**src/rtl/picomips_pkg.sv**
```systemverilog
// Shared types and helpers for the multi-cycle picoMIPS core.
package picomips_pkg;

  localparam int OPW = 4;

  typedef enum logic [3:0] {
    OP_NOP  = 4'h0,
    OP_ADD  = 4'h1,
    OP_ADDI = 4'h2,
    OP_SUB  = 4'h3,
    OP_SUBI = 4'h4,
    OP_MUL  = 4'h5,
    OP_MULI = 4'h6,
    OP_IN   = 4'h7,
    OP_OUT  = 4'h8,
    OP_BEQ  = 4'h9,
    OP_BNE  = 4'hA,
    OP_JMP  = 4'hB,
    OP_HALT = 4'hF
  } opcode_t;

  typedef enum logic [1:0] {
    ST_EXEC = 2'd0,
    ST_MUL  = 2'd1,
    ST_HALT = 2'd2
  } state_t;

  // Instruction width is always derived from the datapath and register-address widths.
  function automatic int isize(input int n, input int raddr);
    return OPW + 3 * raddr + n;
  endfunction

endpackage

```
**src/rtl/picomips_core_mc_if.sv**
```systemverilog
// Program-ROM fetch port plus the valid/ready input and output channels of the core.
interface picomips_core_mc_if #(
  parameter int N     = 8,
  parameter int RADDR = 4,
  parameter int PSIZE = 6
);
  localparam int ISIZE = picomips_pkg::isize(N, RADDR);

  logic [PSIZE-1:0] imem_addr;
  logic [ISIZE-1:0] imem_data;
  logic [N-1:0]     in_data;
  logic             in_valid;
  logic             in_ready;
  logic [N-1:0]     out_data;
  logic             out_valid;
  logic             out_ready;
  logic             halted;

  // Core side.
  modport master (
    output imem_addr, in_ready, out_data, out_valid, halted,
    input  imem_data, in_data, in_valid, out_ready
  );

  // Board wrapper / ROM side.
  modport slave (
    input  imem_addr, in_ready, out_data, out_valid, halted,
    output imem_data, in_data, in_valid, out_ready
  );
endinterface

```
**src/rtl/picomips_mul_seq.sv**
```systemverilog
// Sequential signed fractional (Q1.(N-1)) multiplier: N shift-add steps on
// magnitudes, sign applied to the final sum, (-1)*(-1) saturated to the largest
// positive value. done and result are valid in the last busy cycle so the caller
// can write back on that same edge.
module picomips_mul_seq #(
  parameter int N = 8
) (
  input  logic         clk,
  input  logic         rst,
  input  logic         start,
  input  logic [N-1:0] a,
  input  logic [N-1:0] b,
  output logic         done,
  output logic [N-1:0] result
);
  localparam int              CW      = $clog2(N);
  localparam logic [CW-1:0]   LAST    = CW'(N - 1);
  localparam logic [2*N-1:0]  SAT_MAG = {2'b01, {(2*N-2){1'b0}}};
  localparam logic [N-1:0]    POS_MAX = {1'b0, {(N-1){1'b1}}};

  logic [2*N-1:0] acc_r, mcand_r, acc_nx_s, prod_s;
  logic [N-1:0]   mplier_r;
  logic [CW-1:0]  cnt_r;
  logic           busy_r, neg_r;
  logic           unused_s;

  // Magnitude of a two's-complement value; the most negative input maps to 2**(N-1).
  function automatic logic [N-1:0] mag(input logic [N-1:0] v);
    if (v[N-1]) begin
      return ~v + {{(N-1){1'b0}}, 1'b1};
    end else begin
      return v;
    end
  endfunction

  // Operand capture on start, then one shift-add step per busy cycle.
  always_ff @(posedge clk) begin
    if (rst) begin
      busy_r   <= 1'b0;
      cnt_r    <= {CW{1'b0}};
      acc_r    <= {(2*N){1'b0}};
      mcand_r  <= {(2*N){1'b0}};
      mplier_r <= {N{1'b0}};
      neg_r    <= 1'b0;
    end else if (start) begin
      busy_r   <= 1'b1;
      cnt_r    <= {CW{1'b0}};
      acc_r    <= {(2*N){1'b0}};
      mcand_r  <= {{N{1'b0}}, mag(a)};
      mplier_r <= mag(b);
      neg_r    <= a[N-1] ^ b[N-1];
    end else if (busy_r) begin
      acc_r    <= acc_nx_s;
      mcand_r  <= mcand_r << 1;
      mplier_r <= mplier_r >> 1;
      cnt_r    <= cnt_r + {{(CW-1){1'b0}}, 1'b1};
      if (cnt_r == LAST) begin
        busy_r <= 1'b0;
      end
    end
  end

  // Next partial sum, signed product and Q1.(N-1) extraction with saturation.
  always_comb begin
    acc_nx_s = acc_r;
    prod_s   = {(2*N){1'b0}};
    result   = {N{1'b0}};
    if (mplier_r[0]) begin
      acc_nx_s = acc_r + mcand_r;
    end else begin
      acc_nx_s = acc_r;
    end
    if (neg_r) begin
      prod_s = {(2*N){1'b0}} - acc_nx_s;
    end else begin
      prod_s = acc_nx_s;
    end
    if (!neg_r && (acc_nx_s == SAT_MAG)) begin
      result = POS_MAX;
    end else begin
      result = prod_s[2*N-2 -: N];
    end
  end

  assign done     = busy_r && (cnt_r == LAST);
  assign unused_s = ^{prod_s[2*N-1], prod_s[N-2:0]};

endmodule

```
**src/rtl/picomips_core_mc.sv**
```systemverilog
// Multi-cycle picoMIPS core: register file, PC, decode, IN/OUT handshakes and
// the EXEC/MUL/HALT sequencer. Branch targets come from the low PSIZE bits of
// the immediate, so PSIZE must not exceed N.
module picomips_core_mc
  import picomips_pkg::*;
#(
  parameter int N     = 8,
  parameter int RADDR = 4,
  parameter int PSIZE = 6
) (
  input logic               clk,
  input logic               rst,
  picomips_core_mc_if.master bus
);
  localparam int ISIZE = isize(N, RADDR);
  localparam int NREG  = 2 ** RADDR;

  state_t           state_r, state_nx_s;
  logic [PSIZE-1:0] pc_r, pc_nx_s, pc_inc_s, target_s;
  logic [N-1:0]     regs_r [NREG];
  logic [RADDR-1:0] mul_rd_r;
  logic [N-1:0]     out_data_r;
  logic             out_valid_r;

  logic [ISIZE-1:0] instr_s;
  opcode_t          op_s;
  logic [RADDR-1:0] rd_s, rs_s, rt_s;
  logic [N-1:0]     imm_s, rd_val_s, rs_val_s, rt_val_s;

  logic             we_s;
  logic [RADDR-1:0] wa_s;
  logic [N-1:0]     wd_s;
  logic             mul_start_s, mul_done_s;
  logic [N-1:0]     mul_b_s, mul_res_s;
  logic             out_free_s, out_load_s, in_ready_s;

  // Instruction fields.
  assign instr_s  = bus.imem_data;
  assign op_s     = opcode_t'(instr_s[ISIZE-1 -: OPW]);
  assign rd_s     = instr_s[ISIZE-1-OPW -: RADDR];
  assign rs_s     = instr_s[ISIZE-1-OPW-RADDR -: RADDR];
  assign rt_s     = instr_s[ISIZE-1-OPW-2*RADDR -: RADDR];
  assign imm_s    = instr_s[N-1:0];
  assign target_s = imm_s[PSIZE-1:0];
  assign pc_inc_s = pc_r + {{(PSIZE-1){1'b0}}, 1'b1};

  // R0 is never written, so a plain read already returns zero for it.
  assign rd_val_s = regs_r[rd_s];
  assign rs_val_s = regs_r[rs_s];
  assign rt_val_s = regs_r[rt_s];

  // The output slot can take a new value when empty or being drained this cycle.
  assign out_free_s = !out_valid_r || bus.out_ready;

  picomips_mul_seq #(.N(N)) u_mul (
    .clk    (clk),
    .rst    (rst),
    .start  (mul_start_s),
    .a      (rs_val_s),
    .b      (mul_b_s),
    .done   (mul_done_s),
    .result (mul_res_s)
  );

  // Sequencer: next state, next PC, write-back and handshake strobes.
  always_comb begin
    state_nx_s  = state_r;
    pc_nx_s     = pc_r;
    we_s        = 1'b0;
    wa_s        = rd_s;
    wd_s        = {N{1'b0}};
    mul_start_s = 1'b0;
    mul_b_s     = imm_s;
    out_load_s  = 1'b0;
    in_ready_s  = 1'b0;
    case (state_r)
      ST_EXEC: begin
        case (op_s)
          OP_ADD: begin
            we_s = 1'b1; wd_s = rs_val_s + rt_val_s; pc_nx_s = pc_inc_s;
          end
          OP_ADDI: begin
            we_s = 1'b1; wd_s = rs_val_s + imm_s; pc_nx_s = pc_inc_s;
          end
          OP_SUB: begin
            we_s = 1'b1; wd_s = rs_val_s - rt_val_s; pc_nx_s = pc_inc_s;
          end
          OP_SUBI: begin
            we_s = 1'b1; wd_s = rs_val_s - imm_s; pc_nx_s = pc_inc_s;
          end
          OP_MUL: begin
            mul_start_s = 1'b1; mul_b_s = rt_val_s; state_nx_s = ST_MUL;
          end
          OP_MULI: begin
            mul_start_s = 1'b1; mul_b_s = imm_s; state_nx_s = ST_MUL;
          end
          OP_IN: begin
            in_ready_s = !rst;
            if (bus.in_valid && !rst) begin
              we_s = 1'b1; wd_s = bus.in_data; pc_nx_s = pc_inc_s;
            end else begin
              pc_nx_s = pc_r;
            end
          end
          OP_OUT: begin
            if (out_free_s) begin
              out_load_s = 1'b1; pc_nx_s = pc_inc_s;
            end else begin
              pc_nx_s = pc_r;
            end
          end
          OP_BEQ: begin
            if (rd_val_s == rs_val_s) begin
              pc_nx_s = target_s;
            end else begin
              pc_nx_s = pc_inc_s;
            end
          end
          OP_BNE: begin
            if (rd_val_s != rs_val_s) begin
              pc_nx_s = target_s;
            end else begin
              pc_nx_s = pc_inc_s;
            end
          end
          OP_JMP:  pc_nx_s = target_s;
          OP_HALT: state_nx_s = ST_HALT;
          default: pc_nx_s = pc_inc_s;
        endcase
      end
      ST_MUL: begin
        if (mul_done_s) begin
          we_s       = 1'b1;
          wa_s       = mul_rd_r;
          wd_s       = mul_res_s;
          pc_nx_s    = pc_inc_s;
          state_nx_s = ST_EXEC;
        end else begin
          state_nx_s = ST_MUL;
        end
      end
      ST_HALT: state_nx_s = ST_HALT;
      default: state_nx_s = ST_EXEC;
    endcase
  end

  // State and program counter.
  always_ff @(posedge clk) begin
    if (rst) begin
      state_r <= ST_EXEC;
      pc_r    <= {PSIZE{1'b0}};
    end else begin
      state_r <= state_nx_s;
      pc_r    <= pc_nx_s;
    end
  end

  // Register file write-back; writes to R0 are dropped.
  always_ff @(posedge clk) begin
    if (rst) begin
      for (int i = 0; i < NREG; i++) begin
        regs_r[i] <= {N{1'b0}};
      end
    end else if (we_s && (wa_s != {RADDR{1'b0}})) begin
      regs_r[wa_s] <= wd_s;
    end
  end

  // Destination register of the multiply in flight.
  always_ff @(posedge clk) begin
    if (rst) begin
      mul_rd_r <= {RADDR{1'b0}};
    end else if (mul_start_s) begin
      mul_rd_r <= rd_s;
    end
  end

  // Output buffer: load on OUT, drain on out_ready, both together keeps it full.
  always_ff @(posedge clk) begin
    if (rst) begin
      out_data_r  <= {N{1'b0}};
      out_valid_r <= 1'b0;
    end else if (out_load_s) begin
      out_data_r  <= rs_val_s;
      out_valid_r <= 1'b1;
    end else if (bus.out_ready) begin
      out_valid_r <= 1'b0;
    end
  end

  assign bus.imem_addr = pc_r;
  assign bus.in_ready  = in_ready_s;
  assign bus.out_data  = out_data_r;
  assign bus.out_valid = out_valid_r;
  assign bus.halted    = (state_r == ST_HALT);

endmodule

```
**src/flat_wrapper.sv**
```systemverilog
// flat-port wrapper written by rule: the top's interface ports become plain ports
module picomips_core_mc_flat import picomips_pkg::*;
#(
  parameter int N     = 8,
  parameter int RADDR = 4,
  parameter int PSIZE = 6
)
  (clk, rst, bus_imem_addr, bus_in_ready, bus_out_data, bus_out_valid, bus_halted, bus_imem_data, bus_in_data, bus_in_valid, bus_out_ready);
  picomips_core_mc_if #(.N(N), .RADDR(RADDR), .PSIZE(PSIZE)) bus_i ();
  input logic clk;
  input logic rst;
  output wire logic [$bits(bus_i.imem_addr)-1:0] bus_imem_addr;
  output wire logic [$bits(bus_i.in_ready)-1:0] bus_in_ready;
  output wire logic [$bits(bus_i.out_data)-1:0] bus_out_data;
  output wire logic [$bits(bus_i.out_valid)-1:0] bus_out_valid;
  output wire logic [$bits(bus_i.halted)-1:0] bus_halted;
  input wire logic [$bits(bus_i.imem_data)-1:0] bus_imem_data;
  input wire logic [$bits(bus_i.in_data)-1:0] bus_in_data;
  input wire logic [$bits(bus_i.in_valid)-1:0] bus_in_valid;
  input wire logic [$bits(bus_i.out_ready)-1:0] bus_out_ready;
  assign bus_imem_addr = bus_i.imem_addr;
  assign bus_in_ready = bus_i.in_ready;
  assign bus_out_data = bus_i.out_data;
  assign bus_out_valid = bus_i.out_valid;
  assign bus_halted = bus_i.halted;
  assign bus_i.imem_data = bus_imem_data;
  assign bus_i.in_data = bus_in_data;
  assign bus_i.in_valid = bus_in_valid;
  assign bus_i.out_ready = bus_out_ready;
  picomips_core_mc #(.N(N), .RADDR(RADDR), .PSIZE(PSIZE)) u_core (.clk(clk), .rst(rst), .bus(bus_i));
endmodule
```
**config.mk**
```make
export PLATFORM = sky130hd
export DESIGN_NAME = picomips_core_mc_flat
export DESIGN_NICKNAME = d
export VERILOG_FILES = /design/src/rtl/picomips_pkg.sv /design/src/rtl/picomips_core_mc_if.sv /design/src/rtl/picomips_mul_seq.sv /design/src/rtl/picomips_core_mc.sv /design/src/flat_wrapper.sv
export SDC_FILE = /design/constraint.sdc
export NUM_CORES = 1
export LEC_CHECK = 0
export BUFFER_PORTS_ARGS = -buffer_cell sky130_fd_sc_hd__buf_2
export CAP_MARGIN = 10
export CORE_MARGIN = 4
export CORE_UTILIZATION = 55
export CTS_CLUSTER_DIAMETER = 80
export DETAILED_ROUTE_END_ITERATION = 10
export GPL_ROUTABILITY_DRIVEN = 0
export HOLD_SLACK_MARGIN = 0.15
export PLACE_DENSITY = 0.73
export SLEW_MARGIN = 20
export SYNTH_ARGS = -nofsm -noshare
export SYNTH_HDL_FRONTEND = slang
export SYNTH_SLANG_ARGS = --single-unit
```
**constraint.sdc**
```tcl
create_clock -name clk -period 6.5 [get_ports clk]
set_input_delay 0 -clock clk [delete_from_list [all_inputs] [get_ports clk]]
set_output_delay 0 -clock clk [all_outputs]
set_load 0.02 [all_outputs]
```
Word level (Yosys, flattened, before mapping)
Memories as Yosys holds them, arrays and structs flattened.
Cells that the tools add are included.
{"block": "totals", "output_inout_bits": 17, "word_cells": 119, "register_bits": 66, "ramBits": 128, "inputBits": 36, "n_memories": 1}
{"block": "classes", "n_eq_ne": 23, "n_mux": 51, "bitwise_logic": 3, "reduce_logical": 19, "add_sub_neg": 10}
{"memory": "u_core.regs_r", "depth": 16, "word_bits": 8, "rd": 3, "rd_clocked_by_memory_dff": 0, "write_ports": 16, "line_no": "picomips_core_mc.sv:20", "source": "logic [N-1:0] regs_r [NREG];"}
{"cell": "$mux W8", "count": 12}
{"cell": "$pmux W8 S5", "count": 1}
{"cell": "$pmux W6 S6", "count": 1}
{"cell": "$mux W6", "count": 5}
{"cell": "$mux W1", "count": 21}
{"cell": "$eq A4 B4 Y1 const B", "count": 5}
{"cell": "$add A16 B16 Y16", "count": 1}
{"cell": "$add A8 B1 Y8 const B", "count": 2}
{"cell": "$add A8 B8 Y8", "count": 2}
{"cell": "$eq A16 B15 Y1 const B", "count": 1}
{"cell": "$eq A4 B3 Y1 const B", "count": 4}
{"cell": "$mux W16", "count": 1}
{"cell": "$not A8 Y8", "count": 2}
{"cell": "$pmux W8 S2", "count": 1}
{"cell": "$sub A8 B8 Y8", "count": 2}
{"cell": "$mux W15", "count": 1}
{"cell": "$sub A1 B15 Y15 const A", "count": 1}
{"cell": "$mux W4", "count": 3}
{"cell": "$pmux W6 S2", "count": 1}
{"cell": "$eq A4 B2 Y1 const B", "count": 2}
{"cell": "$eq A8 B8 Y1", "count": 1}
{"cell": "$ne A8 B8 Y1", "count": 1}
{"cell": "$reduce_or A8 Y1", "count": 1}
{"cell": "$add A6 B1 Y6 const B", "count": 1}
{"cell": "other kinds (23)", "count": 33}

Depth between registers and ports, before layout
{"block": "depth", "word_depth": 11, "ltp_mapped": 21, "mapped_depth_nobuf": 17}

Hierarchy
From an unflattened synthesis, not the netlist that was laid out.
{"block": "unflattened", "cells_unflattened": 1253, "area_unflattened_um2": 13143.9}
{"module": "picomips_core_mc", "seq_area_each_um2": 4264.1, "instances": 1, "area_per_inst_um2": 9873.2, "cells_each": 844}
{"module": "picomips_mul_seq", "seq_area_each_um2": 900.9, "instances": 1, "area_per_inst_um2": 3270.6, "cells_each": 409}

Worst setup path before layout
OpenSTA, ideal clock, no wires.
{"block": "synth_timing", "path_type": "input to register", "start": "in bus_imem_data[8]", "end": "mem u_core.regs_r[12][7] (data pin)", "path_buffers": 4, "path_stages": 21, "required_ns": 6.239, "setup_time_ns": 0.261, "setup_slack_ns": 1.923, "arrival_time_ns": 4.316, "cell_sequence": "buf_6 buf_12 buf_4 mux4_2 mux4_2 inv_1 ha_1 a221o_1 inv_1 ha_1 nor2b_1 o21ai_0 a21boi_0 o21ai_0 nand2b_1 a31oi_1 xnor3_1 a31o_2 a211oi_4 buf_12 nor2_4"}
{"element": "from (decl)", "line_no": "flat_wrapper.sv:17", "source": "input wire logic [$bits(bus_i.imem_data)-1:0] bus_imem_data;"}
{"element": "to (decl)", "line_no": "picomips_core_mc.sv:20"}

==> results.txt <==
- The run finished with clean final reports.
* Global-route wire length before repair: about 59,000 um
- Counting the buffers created by CTS gives 17.
- Antenna diode count: 0
* Final min period: 5.106 ns
- Critical setup path kind: reg -> reg
- The initialized floorplan defines between 50 and 60 standard-cell rows.
- Counting the fill cells in the layout gives 1,905.
* CTS tree: yes
* Insertion delay of the later-clocked pin in the worst-skew pair: ~0.46 ns
* Share of cells above drive strength 1: about 18%
* Total vias in the final route: ~11,000
* DR DRC count: 0
- Max VDD drop: approximately 190 uV
* Slew Viols, Final: 0
* Initial standard-cell utilization of the core: a little under three fifths
* Post-synthesis adder-cell area fraction: approximately 3.2%
- Chip Height: roughly 160 um
- Storage cell area: ~5200 sq um
- Detailed Routing Iterations Pass 1: 8
* Cell area after placement: between 10,000 and 15,000 sq um
* Length in cells of the worst reg-to-reg path: 18
- Dividing the synthesized area by the synthesized cell count gives ~11 sq um.
* Parity-gate share of the synthesized area counting xor and xnor cells: under 10%
- Util after Layout: between 60% and 70%
* Seq pwr share: between 40% and 50%
- Based on the critical path, the design can be clocked at up to approximately 0.2 GHz.
- Worst hold path cell count: 6
- Slew headroom: roughly 33%
- Number of enable flip-flop cells after synthesis: about 130
* Final setup violating endpoints: 0
- Die area: 26,180 sq um
- Relative contribution of the clock network to total power: 34.8%
- Setup repair after global routing left no endpoint under its margin.
- The H-tree generated during clock tree synthesis spans 4 levels.
- The most used flip-flop cell after synthesis is edfxtp_1.
* Crit path capture type: register
* Switch Pwr: between 1 and 1.5 mW
- Input/output buffers: 52
* CP Cell Sequence: mux4_2, mux4_2, inv_1, ha_1, a221o_1, inv_1, ha_1, nor2b_1, o21ai_0, a21boi_0, o21ai_0, nand2b_1, a31oi_1, xnor3_1, a31o_2, a211oi_4, buf_4, nor2_1
- Share of flip-flops with an asynchronous set or reset: 0%
- Wire length after detailed routing: roughly 38,000 um
* Most frequent standard cell in the layout excluding fill and tap cells: nor2_1
- Along the worst path, the maximum fanout reaches 15.
* Final worst path period share: between 70% and 80%
- Overall power of the completed layout: ~3.2 mW
* Cell internal pwr: approximately 2.2 mW
- The number of antenna violations at the first check in global routing is 0.
- The finished layout holds ~1,500 standard cells, fillers aside.
- Power share of the combinational group: around a fifth
- Buffers added to address setup during post-CTS repair amount to 0.
- Mux contribution to synthesized area: 21.62%
- The tightest min-delay check is of the in -> reg type.
* Number of global-route vias before repair: slightly below 10,000
- The total overflow left after global routing is 0.
- WP data arrival: approximately 5.3 ns
- The finished cells cover 14,160 sq um.
* Worst Setup Start Kind: register
* Final net count: 1,276
- Largest buffer count on any clock path: 2
- The share of the Yosys chip area taken by registers is about two fifths.
- Summing all multi-input logic gate instances after layout gives 7450 sq um.
- Clock-pin slew was measured on the worst setup and hold paths at ~0.09 ns.
* Yosys warns: 0
* Count of cell types in the netlist: 76
- DR WL/cell: 24.77 um
* Horiz. Die Dim: 161.8 um
* Maximum number of pins on one net before global-route repair: 51
* Switching share of total power: between 30 and 40%
* Leakage: ~5.1 nW
- Once detailed placement completed, the half-perimeter wirelength came to 27,210 um.
- The tree built by TritonCTS fans out to 194 sinks.
* Fraction of the mapped netlist area in compound gates: approximately 14%
- For this design, the slowest cell found on the critical path is mux4_2.
* Max incr delay on CP: 0.57 ns
* Clock Root Buffer: clkbuf_16
- Floorplan Core Area: 23,400 sq um
- The synthesized design contains roughly 190 register bits.
* Power density of the placed cells: between 200 and 250 nW/um^2
* Most frequent cells in the layout: 174 x nor2_1, 128 x edfxtp_1, 101 x a21oi_1
* Cells after synthesis: 1,187
- The number of placed instances, taps included, is about 1,500.
- GRT Overall Usage: between 20% and 30%
- Setup TNS Final: 0 ns
- Count of antenna-violating nets left after detailed routing: 0
- Summing every instance area after synthesis gives between 10,000 and 15,000 sq um.
- DR vias/cell: 6.917
- Worst Path Required: about 6.7 ns
- For the pin with the worst max-slew slack, the measured transition is 1.004 ns.
* Number of top-level pins: between 50 and 60
- Across the run, the number of max-cap violations was 0.
- In this run, the number of DRC markers left after iteration 0 of detailed routing was 1,727.
- On the final layout, the worst clock skew is 0.01688 ns.
- Compared with the post-synthesis result, the final layout area differs by 8.857%.
- Largest family of logic cells by synthesized area: multiplexers
- Simple-gate share of the synthesized area: roughly 15%
- The number of endpoints with negative hold slack in the final report is 0.
## layout make-up
type	instances	share of cell area [%]
Clock buffer	17	3.004
Clock inverter	15	1.352
Inverter	15	0.3975
Multi-Input combinational cell	904	52.60
Sequential cell	194	36.48
Tap cell	319	2.818
Timing Repair Buffer	76	3.357
## synthesized netlist by cell type (all sizes together) (3+ instances only)
cell type,instances,share of area (%)
a211o,3,0.20
a211oi,26,1.6
a21o,17,0.98
a21oi,101,3.9
a221oi,11,0.79
a222oi,3,0.23
a22o,17,1.1
a22oi,22,1.3
a31oi,15,0.72
and2,7,0.34
and3,6,0.29
buf,32,1.5
clkbuf,49,1.4
dfxtp,66,10
edfxtp,128,30
ha,30,2.9
inv,15,0.43
mux2,3,0.26
mux2i,44,3.4
mux4,103,18
nand2,65,1.9
nand2b,29,1.4
nand3,25,1.0
nand3b,8,0.46
nand4,4,0.19
nor2,185,5.9
nor2b,26,1.3
nor3,17,0.69
nor3b,3,0.17
nor4,5,0.40
o211ai,3,0.17
o21a,11,0.63
o21ai,17,0.65
o31ai,6,0.35
or2,4,0.19
or3,8,0.38
xnor2,20,1.3
xor2,25,1.7
## through the flow
stage	hold slack, ns	setup WS (ns)
after floorplan	0.1439	1.923
after global placement	0.3358	1.354
after detailed placement	0.3646	1.256
after CTS	0.1645	1.486
after global routing	0.2009	1.259
final	0.1908	1.394
## worst max-delay path: cells and delay by family (launching register included)
family | cells | cell delay [ns]
buffers and inverters | 3 | 0.62
muxes | 2 | 1.07
xor gates and xnor gates | 1 | 0.34
DFF | 1 | 0.47
and+or+nand+nor | 3 | 0.33
AOI/OAI and AO/OA | 7 | 1.55
adders and majority gates | 2 | 0.46
## registers in the layout (all words and copies together), names as in the netlist, 2 cells and up
register,cells
u_core.u_mul.mcand_r,16
u_core.regs_r,128
u_core.u_mul.mplier_r,8
u_core.mul_rd_r,4
u_core.u_mul.cnt_r,3
u_core.bus.imem_addr,6
u_core.state_r,2
u_core.bus.out_data,8
u_core.u_mul.acc_r,16
## metal layers
| layer | GRT usage, % | wire (um) | vias to the layer above |
|---|---|---|---|
| met5 | 0 | 0 | - |
| met4 | 12.42 | 1878 | 0 |
| met3 | 8.627 | 5226 | 152 |
| met2 | 43.46 | 16830 | 808 |
| met1 | 40.55 | 14220 | 5099 |
| li1 | - | - | 4593 |
## final timing paths
check	start	endpoint	slack, ns
max	u_core.regs_r[15][1]	u_core.regs_r[1][7]	1.39
max reg2reg	u_core.regs_r[15][1]	u_core.regs_r[1][7]	1.39
min reg2reg	u_core.state_r[0]	u_core.state_r[1]	0.48
min	bus_imem_data[6]	u_core.u_mul.mplier_r[7]	0.19
## logic make-up after synthesis
kind of cell	count (synthesis)
other	1
adders and majority gates	32
DFF	194
muxes	150
xor gates and xnor gates	46
AOI/OAI and AO/OA	275
buffers and inverters	96
and+or+nand+nor	393
## power by group through the flow
| stage | clock network (mW) | registers [mW] | logic [mW] |
|---|---|---|---|
| 2_1_floorplan | 0 | 1.41 | 0.483 |
| 3_3_place_gp | 0 | 1.43 | 0.641 |
| 3_5_place_dp | 0 | 1.44 | 0.652 |
| 4_1_cts | 1.13 | 1.41 | 0.661 |
| 5_1_grt | 1.18 | 1.42 | 0.717 |
| 6_report | 1.12 | 1.41 | 0.676 |
## what timing repair did
| item | in CTS | in global routing |
|---|---|---|
| hold buffers | 14 | 0 |
| hold endpoints to repair | 19 | 0 |
| gates resized for setup | 0 | 0 |
No activity file was read; power rests on OpenSTA's default activity.
